$ cat src/rtl/regfile_read_arbiter_pkg.sv
// Shared constants for the register-file read arbiter: default geometry and
// the fixed request-to-ack pipeline latency.
package regfile_read_arbiter_pkg;

  localparam int NREQ_DEF = 4;
  localparam int AW_DEF   = 5;
  localparam int DW_DEF   = 32;
  localparam int PIPE_LAT = 2;

  // Width of a requester index; at least one bit so a single requester still works.
  function automatic int ptr_w(input int n);
    return (n > 1) ? $clog2(n) : 1;
  endfunction

endpackage

$ cat src/rtl/regfile_read_arbiter_rr_pick.sv
// Combinational round-robin picker: first eligible requester at or after ptr,
// wrapping around, returned both one-hot and as an index.
module rr_pick #(
  parameter int NREQ = 4,
  parameter int PW   = 2
) (
  input  logic [NREQ-1:0] eligible,
  input  logic [PW-1:0]   ptr,
  output logic [NREQ-1:0] grant,
  output logic [PW-1:0]   idx
);

  localparam logic [PW:0] NREQ_W = (PW+1)'(NREQ);

  logic [PW:0] cand;
  logic        found;

  always_comb begin
    grant = '0;
    idx   = '0;
    found = 1'b0;
    cand  = '0;
    for (int k = 0; k < NREQ; k++) begin
      // One extra bit so ptr + k can be wrapped without overflow.
      cand = {1'b0, ptr} + k[PW:0];
      if (cand >= NREQ_W) cand = cand - NREQ_W;
      if (!found && eligible[cand[PW-1:0]]) begin
        found                 = 1'b1;
        grant[cand[PW-1:0]]   = 1'b1;
        idx                   = cand[PW-1:0];
      end
    end
  end

endmodule

$ cat src/rtl/regfile_read_arbiter.sv
// Arbitrates NREQ requesters onto one register-file read port: stage 1 grants
// round-robin, stage 2 captures rd_data (with same-cycle write forwarding).
module regfile_read_arbiter
  import regfile_read_arbiter_pkg::*;
#(
  parameter int NREQ = NREQ_DEF,
  parameter int AW   = AW_DEF,
  parameter int DW   = DW_DEF,
  localparam int PW  = ptr_w(NREQ)
) (
  input  logic               clk,
  input  logic               reset,
  input  logic [NREQ-1:0]    req,
  input  logic [NREQ*AW-1:0] addr,
  output logic [AW-1:0]      rd_sel,
  input  logic [DW-1:0]      rd_data,
  input  logic               wr_en,
  input  logic [AW-1:0]      wr_addr,
  input  logic [DW-1:0]      wr_data,
  output logic [NREQ-1:0]    ack,
  output logic [DW-1:0]      rdata,
  output logic               busy,
  output logic [PW-1:0]      dbg_ptr
);

  localparam logic [PW-1:0] LAST_IDX = PW'(NREQ - 1);

  logic [NREQ-1:0] gnt_q, gnt_d;
  logic [NREQ-1:0] ack_q, ack_d;
  logic [AW-1:0]   sel_q, sel_d;
  logic [DW-1:0]   rdata_q, rdata_d;
  logic [PW-1:0]   ptr_q, ptr_d;

  logic [NREQ-1:0] eligible;
  logic [NREQ-1:0] pick_grant;
  logic [PW-1:0]   pick_idx;
  logic [AW-1:0]   win_addr;

  // A requester is masked while its read is in either stage, so it is never
  // granted twice for one request.
  assign eligible = req & ~gnt_q & ~ack_q;

  rr_pick #(
    .NREQ (NREQ),
    .PW   (PW)
  ) u_rr_pick (
    .eligible (eligible),
    .ptr      (ptr_q),
    .grant    (pick_grant),
    .idx      (pick_idx)
  );

  always_comb begin
    win_addr = '0;
    for (int i = 0; i < NREQ; i++) begin
      if (pick_grant[i]) win_addr = win_addr | addr[i*AW +: AW];
    end

    gnt_d = pick_grant;
    sel_d = sel_q;
    ptr_d = ptr_q;
    if (|pick_grant) begin
      sel_d = win_addr;
      ptr_d = (pick_idx == LAST_IDX) ? '0 : pick_idx + PW'(1);
    end

    ack_d   = gnt_q;
    rdata_d = rdata_q;
    if (|gnt_q) begin
      // A write landing in the read cycle wins over the stale mux output.
      rdata_d = (wr_en && (wr_addr == sel_q)) ? wr_data : rd_data;
    end
  end

  always_ff @(posedge clk) begin
    if (reset) begin
      gnt_q   <= '0;
      ack_q   <= '0;
      sel_q   <= '0;
      rdata_q <= '0;
      ptr_q   <= '0;
    end else begin
      gnt_q   <= gnt_d;
      ack_q   <= ack_d;
      sel_q   <= sel_d;
      rdata_q <= rdata_d;
      ptr_q   <= ptr_d;
    end
  end

  assign rd_sel  = sel_q;
  assign ack     = ack_q;
  assign rdata   = rdata_q;
  assign busy    = (|gnt_q) | (|ack_q);
  assign dbg_ptr = ptr_q;

endmodule

$ cat config.mk
export PLATFORM = sky130hd
export DESIGN_NAME = regfile_read_arbiter
export DESIGN_NICKNAME = d
export VERILOG_FILES = /design/src/rtl/regfile_read_arbiter_pkg.sv /design/src/rtl/regfile_read_arbiter_rr_pick.sv /design/src/rtl/regfile_read_arbiter.sv
export SDC_FILE = /design/constraint.sdc
export NUM_CORES = 1
export LEC_CHECK = 0
export ABC_AREA = 1
export CORE_ASPECT_RATIO = 1.75
export CORE_MARGIN = 2
export CORE_UTILIZATION = 45
export CTS_CLUSTER_SIZE = 12
export DETAILED_ROUTE_END_ITERATION = 10
export PLACE_DENSITY = 0.95
export SYNTH_ARGS = -nofsm -noshare
export SYNTH_HDL_FRONTEND = slang
export SYNTH_SLANG_ARGS = --single-unit
$ cat constraint.sdc
create_clock -name clk -period 4.38 [get_ports clk]
set_input_delay 0.876 -clock clk [delete_from_list [all_inputs] [get_ports clk]]
set_output_delay 0.876 -clock clk [all_outputs]
set_load 0.05 [all_outputs]
# Word level (Yosys, flattened, before mapping)
# Cells that the tools add are included.
# classes
mux	37
n_bitwise	11
n_reduce_logical	14
eq_ne	2
add_sub_neg	8
order_cmp	12
# ops
operator	n
32-bit two-way mux	1
5-bit two-way mux	4
2-bit two-way mux	9
4-bit two-way mux	4
5-bit bitwise OR	3
2-bit by 3-bit less-than comparator with 1-bit output, second input constant	4
4-bit bitwise OR	3
4-bit OR reduction	3
1-bit two-way mux	11
3-bit >= comparator, second input constant	3
4-bit bitwise AND	2
1-bit binary-select mux with 2-bit select	4
1-bit demux with 2-bit select	4
2-bit by 1-bit >= comparator with 1-bit output, second input constant	4
1-bit logical AND	8
4-bit inverter	2
2-bit by 1-bit subtractor with 2-bit output, second input constant	4
2-bit by 2-bit adder with 3-bit output, second input constant	2
5-bit equality test	1
2-bit by 1-bit adder with 3-bit output, second input constant	1
2-bit by 3-bit >= comparator with 1-bit output, second input constant	1
1-bit zero test	3
2-bit by 1-bit adder with 2-bit output, second input constant	1
2-bit equality test, second input constant	1
1-bit bitwise OR	1
# totals
output_inout_bits	44
input_bits	96
reg_bits	47

# Logic depth before layout (Yosys ltp)
# Gate-level depths: netlist of run 1.
# depth
word_depth	22
depth_mapped	15

# By module
# Synthesis of run 1 repeated with hierarchy kept, for this count alone.
# hier_totals
cells_unflattened	466
hier_area_um2	3031.7
# modules_own_cells
module	area_each_um2	n_inst	seq_area_each_um2	cells_each
regfile_read_arbiter	2555.0	1	940.9	384
rr_pick	476.7	1	0.0	82

# Worst setup path before layout of run 1
# OpenSTA, ideal clock, no wires.
# synth_path
path_kind	reg-to-reg
startpoint	register ptr_q[0], in the netlist dbg_ptr[0]
endpoint	register ptr_q[1], in the netlist dbg_ptr[1]
path_slack_ns	1.921
n_path_buf	1
path_stages_with_launch	16
t_arrival_ns	2.333
synth_period_minus_slack_ns	2.459
setup_ns	0.125
path_cell_list	dfxtp_1 -> inv_1 -> buf_6 -> ha_1 -> inv_1 -> nand3_1 -> nand2_1 -> nand3_4 -> nor2_1 -> nor2_4 -> nand2_4 -> nor2_8 -> nand2_2 -> nand2_1 -> nand2_1 -> nor2_2
# synth_via
elab_chain_len	16
elab_cells_between_ends	67
# synth_rtl
element	line	source
from (decl)	regfile_read_arbiter.sv:32	logic [PW-1:0] ptr_q, ptr_d;
from (signal assigned)	regfile_read_arbiter.sv:87	ptr_q <= ptr_d;
parallel branches: the longest is 16 deep, another holds 2-bit by 1-bit adder with 3-bit output	n/a	
# Several ways; the timed one is not identified. The select of a mux whose other input is x is not followed.
# A chain may end at the register's enable or synchronous reset.

# Worst setup path in the final report of run 1
# layout_path
startpoint	register gnt_q[3], in the netlist ack_d[3]
endpoint	output busy
# layout_via
elab_chain_len	2
# layout_rtl
element	line	source
from (decl)	regfile_read_arbiter.sv:28	logic [NREQ-1:0] gnt_q, gnt_d;
from (signal assigned)	regfile_read_arbiter.sv:83	gnt_q <= gnt_d;
4-bit OR reduction	regfile_read_arbiter.sv:94	assign busy = (|gnt_q) | (|ack_q);
1-bit bitwise OR	regfile_read_arbiter.sv:94	
to (decl)	regfile_read_arbiter.sv:22	output logic busy,
# No other way between the ends.

==> impl_metrics.json, run 1 <==
{
  "core_um2": 6230,
  "num_vias": 3471,
  "wl_um": 9600,
  "post_cts_resized": 0,
  "dr.pass1.iters": 4,
  "grt_max_degree": 66,
  "grt_use_total": 0.265,
  "end_kind": "output port",
  "io_pins": 140,
  "ant_nets": 0,
  "timing.max_cap.violations": 0,
  "hpwlAfterDp_um": 7300,
  "min_path_type": "register to register",
  "fill_cells": 488,
  "path_cells": "nor4_1 -> inv_2 -> nor3_1 -> nand3_1 -> clkdlybuf4s50_1",
  "grt_use_met1": 0.262,
  "cpMaxStageDelayCell": "clkdlybuf4s50_1",
  "worst_clock_skew_ps": 5.87,
  "clock.fmax_ghz": 0.301,
  "io_buffers": 139,
  "cts_buffers": 5,
  "grt_util_met2": 0.490,
  "syn2layout_area_growth_pct": 52.5,
  "synth_cells": 416,
  "period_minus_slack_ps": 3330,
  "grt_use_met3": 0.0508,
  "hold_path_end": "ack[2]",
  "final_common_cell": "clkdlybuf4s50_1",
  "die-width_um": 65.0,
  "peakVddDrop_uv": 893,
  "finalCritPeriodShare": 0.760,
  "finalSetupTns_ps": 0,
  "r2r_end": "dbg_ptr[1]",
  "gp_congestion": 0.923,
  "cts_hold_buf": 0,
  "yosysWarnings": 0,
  "crit_start": "ack_d[3]",
  "crit_type": "register to output port",
  "leakage_uw": 0.00201,
  "drive_gt1_frac": 0.0941,
  "r2r_cells": 14,
  "maxSlewViolCount": 0,
  "syn_area_um2": 2930,
  "outcome": "finished clean",
  "postCtsSetupRepairBufs": 0,
  "first_global_vias": 3391,
  "path_clk_slew_ps": 80,
  "min-delay-start": "ack_d[2]",
  "antenna_found_initial": 0,
  "layout_common_cells": "clkdlybuf4s50_1, nand2_1, nand3_1",
  "vias_per_cell": 5.58,
  "reg2reg_slack_ps": 1860,
  "cts_tree": "built",
  "die_h_um": 111,
  "r2r-start": "dbg_ptr[0]",
  "ctsHtreeMaxLevel": 2,
  "cts_sinks": 47,
  "worstHoldPathCells": 2,
  "rows": 38,
  "arrival_ps": 2450,
  "hold_violations": 0,
  "cts-root-buf": "clkbuf_8",
  "synth_cell_types": 29,
  "clock_path_buffers": 2,
  "dieArea_um2": 7200,
  "yosys_register_bits": 47,
  "gr-total-overflow": 0,
  "finalSetupViolations": 0,
  "grt_pass1_wl_um": 15300,
  "avgSynthCellArea_um2": 7.04,
  "worstPathRequired_ps": 3500,
  "worst_setup_path_start_kind": "register",
  "synth_nets": 518,
  "drc": 0,
  "top_usage_layer": "met2",
  "drt_iter0_drc": 310,
  "post-route-util": 0.717,
  "routedWlPerCell_um": 15.4,
  "num_antenna_cells": 0,
  "slew_headroom": 0.312,
  "cpPeakStageDelay_ps": 710,
  "clk_latency_ps": 300,
  "whs_ps": 451,
  "initial_utilization": 0.470,
  "ys_seq_area_frac": 0.321,
  "cp_max_fo": 65,
  "power_density_nw_per_um2": 839,
  "rsz0062_at_grt": "no",
  "worst_pin_slew_ps": 1030,
  "final_nets": 643
}
-- stage by stage --
| stage | area [µm²] | setup slack, ps | power, µW | std cells |
|---|---|---|---|---|
| CTS | 4470 | 1030 | 3760 | 622 |
| global route | 4470 | 883 | 4030 | 622 |
| detailed placement | 4350 | 1050 | 3420 | 614 |
| finish | 4470 | 1050 | 3750 | 622 |
| global placement | 4350 | 1170 | 3350 | 614 |
| floorplan | 2930 | 1920 | 2730 | 416 |
-- critical path, delay by kind of cell (launching register included) --
family	cells	cell delay [ps]
DFF	1	330
and+or+nand+nor	3	690
buffers and inverters	2	1140
-- power by group --
part	internal [µW]	switching (µW)	leakage, µW
clock	185	146	0.0000612
sequential	599	111	0.000389
combinational	896	1810	0.00156
-- kinds of logic (layout without fill, tap and decap cells) --
logic type,count (synthesis),in the layout,share of synthesized area
adder cells (fa/ha/maj),6,6,0.0256
buffers and inverters,76,202,0.104
AO/OA/AOI/OAI,43,43,0.101
XOR/XNOR,5,5,0.0150
AND/OR/NAND/NOR,239,239,0.433
flip-flops,47,47,0.321
-- metal layers --
metal | part of all wire | vias up
met5 | 0 | -
li1 | - | 1676
met2 | 0.54 | 146
met4 | 0.053 | 0
met1 | 0.35 | 1606
met3 | 0.059 | 43
-- sequential cells by signal (all words and copies together), names as in the netlist --
| name | cells |
|---|---|
| rd_sel | 5 |
| ack | 4 |
| dbg_ptr | 2 |
| ack_d | 4 |
| rdata | 32 |
-- how the worst max path moves through the flow --
stage                       to  slack (ps)  cells after the start
floorplan           dbg_ptr[1]        1920                     15
global placement     rdata[25]        1170                      9
finish                    busy        1050                      5
global route              busy         880                      5
CTS                       busy        1030                      5
detailed placement   rdata[15]        1050                      9
-- synth_stat cells (all sizes together) --
| cell | n | area [µm²] |
|---|---|---|
| nor4 | 2 | 27.5 |
| xor2 | 4 | 35.0 |
| nand3 | 66 | 363 |
| o211ai | 32 | 240 |
| nand2 | 102 | 438 |
| nor3 | 1 | 5.00 |
| inv | 50 | 188 |
| clkbuf | 13 | 48.8 |
| xnor2 | 1 | 8.76 |
| ha | 6 | 75.1 |
| buf | 13 | 68.8 |
| nand4 | 43 | 269 |
| o21ai | 2 | 10.0 |
| dfxtp | 47 | 941 |
| a21oi | 9 | 45.0 |
| nor2 | 25 | 166 |
-- final cells by class --
cell class                 instances  area, µm²  area share
clock buffer                       6       82.6      0.0185
sequential                        47        941       0.211
clock inverter                     2       35.0     0.00785
inverter                          50        188      0.0420
tap                               80        100      0.0224
timing repair buffer             144       1430       0.320
multi-input combinational        293       1690       0.379
Note: power is estimated with default switching activity, not from simulation.
==> run 2, diff against run 1 <==
--- a/config.mk
+++ b/config.mk
@@ -8,10 +8,10 @@
 export ABC_AREA = 1
 export CORE_ASPECT_RATIO = 1.75
 export CORE_MARGIN = 2
-export CORE_UTILIZATION = 45
+export CORE_UTILIZATION = 37
 export CTS_CLUSTER_SIZE = 12
 export DETAILED_ROUTE_END_ITERATION = 10
-export PLACE_DENSITY = 0.95
+export PLACE_DENSITY = 0.88
 export SYNTH_ARGS = -nofsm -noshare
 export SYNTH_HDL_FRONTEND = slang
 export SYNTH_SLANG_ARGS = --single-unit
==> constraint.sdc (replaced) <==
create_clock -name clk -period 2.9 [get_ports clk]
set_input_delay 0.58 -clock clk [delete_from_list [all_inputs] [get_ports clk]]
set_output_delay 0.58 -clock clk [all_outputs]
set_load 0.05 [all_outputs]
==> impl_metrics.json, run 2 (same netlist as run 1, synthesis figures left out) <==
{
  "layout_common_cells": "clkdlybuf4s50_1, nand2_1, nand3_1",
  "worst_pin_slew_ps": 994,
  "largest_register_ffs": 32,
  "grt_max_degree": 65,
  "num_antenna_cells": 0,
  "io_buffers": 139,
  "leakage_uw": 0.00205,
  "maxSlewViolCount": 0,
  "power_uw": 5820,
  "final_common_cell": "clkdlybuf4s50_1",
  "period_minus_slack_ps": 2470,
  "vias_per_cell": 5.33,
  "drive_gt1_frac": 0.101,
  "core_um2": 7800,
  "ant_nets": 0,
  "cts_buffers": 5,
  "hpwlAfterDp_um": 7210,
  "hold_violations": 0,
  "cpPeakStageDelay_ps": 530,
  "r2r-start": "dbg_ptr[1]",
  "post-route-util": 0.584,
  "path_depth": 12,
  "cts_hold_buf": 0,
  "clock_path_buffers": 2,
  "timing.max_cap.violations": 0,
  "clock.fmax_ghz": 0.406,
  "antenna_found_initial": 0,
  "wl_um": 9290,
  "worst_setup_path_start_kind": "register",
  "worstPathRequired_ps": 3110,
  "rows": 43,
  "outcome": "finished clean",
  "reg2reg_slack_ps": 430,
  "crit_start": "dbg_ptr[1]",
  "setup_ws_ps": 435,
  "r2r_cells": 12,
  "crit_type": "register to register",
  "dr.pass1.iters": 4,
  "r2r_end": "rd_sel[3]",
  "cts_sinks": 47,
  "fill_cells": 666,
  "finalSetupViolations": 0,
  "worst-path-buf-inv": 2,
  "final_nets": 646,
  "arrival_ps": 2680,
  "grt_use_total": 0.210,
  "preCtsSetupSlack_ps": 408,
  "grt_pass1_wl_um": 14900,
  "num_vias": 3387,
  "die_h_um": 122,
  "critPathCapture": "rd_sel[3]",
  "finalCritPeriodShare": 0.850,
  "post_cts_resized": 0,
  "finalSetupTns_ps": 0,
  "min_path_type": "register to register",
  "drt_iter0_drc": 185,
  "peakVddDrop_uv": 596,
  "path_cells": "inv_2 -> ha_1 -> inv_1 -> nand3_1 -> nand2_2 -> nor2_4 -> nand4_1 -> nand2_2 -> nand2_1 -> nand2_1 -> nor2_1 -> a21oi_1",
  "worst_clock_skew_ps": 2.52,
  "cpLargestDelayFamily": "simple AND/OR/NAND/NOR gates",
  "drc": 0,
  "gp_congestion": 0.929,
  "ctsHtreeMaxLevel": 2,
  "postCtsSetupRepairBufs": 0,
  "initial_utilization": 0.375,
  "slew_headroom": 0.336,
  "die-width_um": 71.3,
  "syn2layout_area_growth_pct": 55.5,
  "end_kind": "register",
  "rsz0062_at_grt": "no",
  "power_density_nw_per_um2": 1280,
  "clk_latency_ps": 280,
  "io_pins": 140,
  "dieArea_um2": 8670,
  "cts_tree": "built",
  "cts-root-buf": "clkbuf_16",
  "gr-total-overflow": 0,
  "first_global_vias": 3224,
  "routedWlPerCell_um": 14.6,
  "cp_max_fo": 8,
  "path_clk_slew_ps": 60,
  "cpMaxStageDelayCell": "dfxtp_1"
}
## run 2: changes by cell type in the layout (fill, tap and decap cells not counted), sizes merged
| cell | before | now |
|---|---|---|
| clkdlybuf4s50 | 139 | 138 |
| buf | 5 | 9 |
## run 2: final cells by class
| type | count | area (µm²) | area share |
|---|---|---|---|
| clock inverters | 2 | 35.0 | 0.00769 |
| inverters | 50 | 188 | 0.0412 |
| multi-input cells | 293 | 1690 | 0.371 |
| clock buffers | 6 | 139 | 0.0305 |
| flip-flops and latches | 47 | 941 | 0.207 |
| well taps | 90 | 113 | 0.0247 |
| repair buffers | 147 | 1450 | 0.318 |
## run 2: power by group
| group | internal, µW | leakage (µW) | switching, µW |
|---|---|---|---|
| registers | 906 | 0.000389 | 165 |
| clock network | 428 | 0.0000868 | 223 |
| logic | 1370 | 0.00157 | 2720 |
| total | 2710 | 0.00205 | 3110 |
## run 2: metrics by stage
stage | hold slack (ps) | cell area (µm²) | instances
2_1_floorplan | 427 | 2930 | 416
3_3_place_gp | 439 | 4380 | 627
3_5_place_dp | 459 | 4380 | 627
4_1_cts | 475 | 4550 | 635
5_1_grt | 501 | 4550 | 635
6_report | 467 | 4550 | 635
## run 2: metal layers
metal | GRT usage | share of wire | vias up
met1 | 0.211 | 0.34 | 1563
met3 | 0.0265 | 0.062 | 16
met2 | 0.417 | 0.58 | 135
met5 | 0 | 0 | -
li1 | - | - | 1673
met4 | 0.0837 | 0.022 | 0
## run 2: worst reg2reg max path, delay by kind of cell, from the launching register on
family                     cells  cell delay (ps)
AOI/OAI and AO/OA              1              120
adders and majority gates      1              400
DFF                            1              530
and+or+nand+nor                8             1040
buffers and inverters          2              300
## run 2: how the worst min path moves through the flow
stage / start / end / slack (ps) / depth (start not counted)
after CTS: ack_d[2] / ack[2] / 470 / 2
final: ack_d[2] / ack[2] / 470 / 2
after global placement: ack_d[2] / ack[2] / 440 / 2
after detailed placement: ack_d[2] / ack[2] / 460 / 2
after global routing: ack_d[1] / ack[1] / 500 / 2
after floorplan: ack_d[2] / ack[2] / 430 / 2
==> run 3, diff against run 2 <==
--- a/config.mk
+++ b/config.mk
@@ -8,10 +8,10 @@
 export ABC_AREA = 1
 export CORE_ASPECT_RATIO = 1.75
 export CORE_MARGIN = 2
-export CORE_UTILIZATION = 37
+export CORE_UTILIZATION = 35
 export CTS_CLUSTER_SIZE = 12
 export DETAILED_ROUTE_END_ITERATION = 10
-export PLACE_DENSITY = 0.88
+export PLACE_DENSITY = 0.84
 export SYNTH_ARGS = -nofsm -noshare
 export SYNTH_HDL_FRONTEND = slang
 export SYNTH_SLANG_ARGS = --single-unit
==> impl_metrics.json, run 3 (same netlist as run 1, synthesis figures left out) <==
{
  "outcome": "finished clean",
  "crit_type": "register to register",
  "final_nets": 647,
  "dp_cells": 630,
  "finalSetupViolations": 0,
  "wl_um": 9520,
  "peakVddDrop_uv": 687,
  "dieArea_um2": 9150,
  "postCtsSetupRepairBufs": 0,
  "slew_headroom": 0.334,
  "cts-root-buf": "clkbuf_16",
  "die_h_um": 125,
  "fill_cells": 719,
  "end_kind": "register",
  "finalSetupTns_ps": 0,
  "routedWlPerCell_um": 14.9,
  "worst_setup_path_start_kind": "register",
  "cts_buffers": 5,
  "clk_latency_ps": 280,
  "period_minus_slack_ps": 2450,
  "num_vias": 3353,
  "leakage_uw": 0.00206,
  "cp_max_fo": 8,
  "io_pins": 140,
  "timing.max_cap.violations": 0,
  "path_clk_slew_ps": 60,
  "reg2reg_slack_ps": 450,
  "rows": 44,
  "initial_utilization": 0.357,
  "maxSlewViolCount": 0,
  "drive_gt1_frac": 0.101,
  "min_path_type": "register to register",
  "vias_per_cell": 5.26,
  "drc": 0,
  "hold_violations": 0,
  "power_density_nw_per_um2": 1290,
  "p_comb_frac": 0.696,
  "gp_congestion": 0.912,
  "p_seq_frac": 0.181,
  "core_um2": 8200,
  "swShare": 0.529,
  "num_antenna_cells": 0,
  "cpPeakStageDelay_ps": 540,
  "ant_nets": 0,
  "dr.pass1.iters": 4,
  "die-width_um": 73.2,
  "worstPathRequired_ps": 3080,
  "grt_max_degree": 65,
  "cts_tree": "built",
  "grt_pass1_wl_um": 15400,
  "ctsHtreeMaxLevel": 2,
  "io_buffers": 139,
  "power.internal_uw": 2770,
  "drt_iter0_drc": 178,
  "first_global_vias": 3281,
  "clockPowerShare": 0.123,
  "arrival_ps": 2630,
  "largest_register_ffs": 32,
  "p_sw_uw": 3120,
  "clock_path_buffers": 2,
  "layout_common_cells": "clkdlybuf4s50_1, nand2_1, nand3_1",
  "hpwlAfterDp_um": 7210,
  "gr-total-overflow": 0,
  "worst_pin_slew_ps": 997,
  "cpLargestDelayFamily": "simple AND/OR/NAND/NOR gates",
  "clock.fmax_ghz": 0.408,
  "cts_hold_buf": 0,
  "worst-path-buf-inv": 2,
  "worst_clock_skew_ps": 2.92,
  "final_common_cell": "clkdlybuf4s50_1",
  "rsz0062_at_grt": "no",
  "finalCritPeriodShare": 0.845,
  "finalNonFillerCells": 638,
  "syn2layout_area_growth_pct": 56.3,
  "cts_sinks": 47,
  "cpMaxStageDelayCell": "dfxtp_1",
  "grt_use_total": 0.208,
  "antenna_found_initial": 0,
  "post_cts_resized": 0,
  "path_cells": "inv_2 -> ha_1 -> inv_1 -> nand3_1 -> nand2_2 -> nor2_4 -> nand4_1 -> nand2_4 -> nor2_8 -> nand2_2 -> nand2_1 -> nand2_1 -> nor2_2"
}
run 3: changes by cell type in the layout (fill, tap and decap cells not counted):
cell / before / now
bufinv_16: 1 / 2
buf_4: 9 / 10
clkinv_2: 1 / 0
clkbuf_8: 1 / 0
clkbuf_1: 0 / 1
run 3: final cells by class:
type                       count  area [µm²]  share of cell area
inverter                      50         188              0.0410
clock inverter                 2        60.1              0.0131
tap                           92         115              0.0251
clock buffer                   6         129              0.0281
multi-input combinational    293        1690               0.369
sequential                    47         941               0.205
timing repair buffer         148        1460               0.318
run 3: worst min-delay path: stages (launching register included):
cell     delay (ps)
dfxtp_1         330
inv_1            50
nor2_1           30
run 3: path summary, 6_finish.rpt:
kind | from | to | cells after the start
setup reg to reg | dbg_ptr[1] | dbg_ptr[1] | 13
hold / removal | ack_d[2] | ack[2] | 2
hold reg to reg | ack_d[2] | ack[2] | 2
setup / recovery | dbg_ptr[1] | dbg_ptr[1] | 13
run 3: metal layers:
layer,vias to the layer above,GRT usage,share of wire
met4,0,0.109,0.040
li1,1672,-,-
met5,-,0,0
met1,1548,0.213,0.37
met2,107,0.387,0.54
met3,26,0.0282,0.048
run 3: metrics by stage:
step	worst slack, ps	hold WS (ps)	utilization	instance area, µm²	power, µW
final	450	457	0.558	4580	5890
after global routing	238	480	0.558	4580	6360
after CTS	454	454	0.558	4580	5930
after detailed placement	380	449	0.535	4390	5160
after global placement	459	433	0.535	4390	5080
after floorplan	441	427	-	2930	4120
run 3: power groups by stage:
stage / registers [µW] / clock network [µW] / logic (µW)
global placement: 1070 / 0 / 4010
floorplan: 1760 / 0 / 2360
global route: 1100 / 769 / 4490
CTS: 1070 / 743 / 4110
finish: 1070 / 725 / 4100
detailed placement: 1080 / 0 / 4090
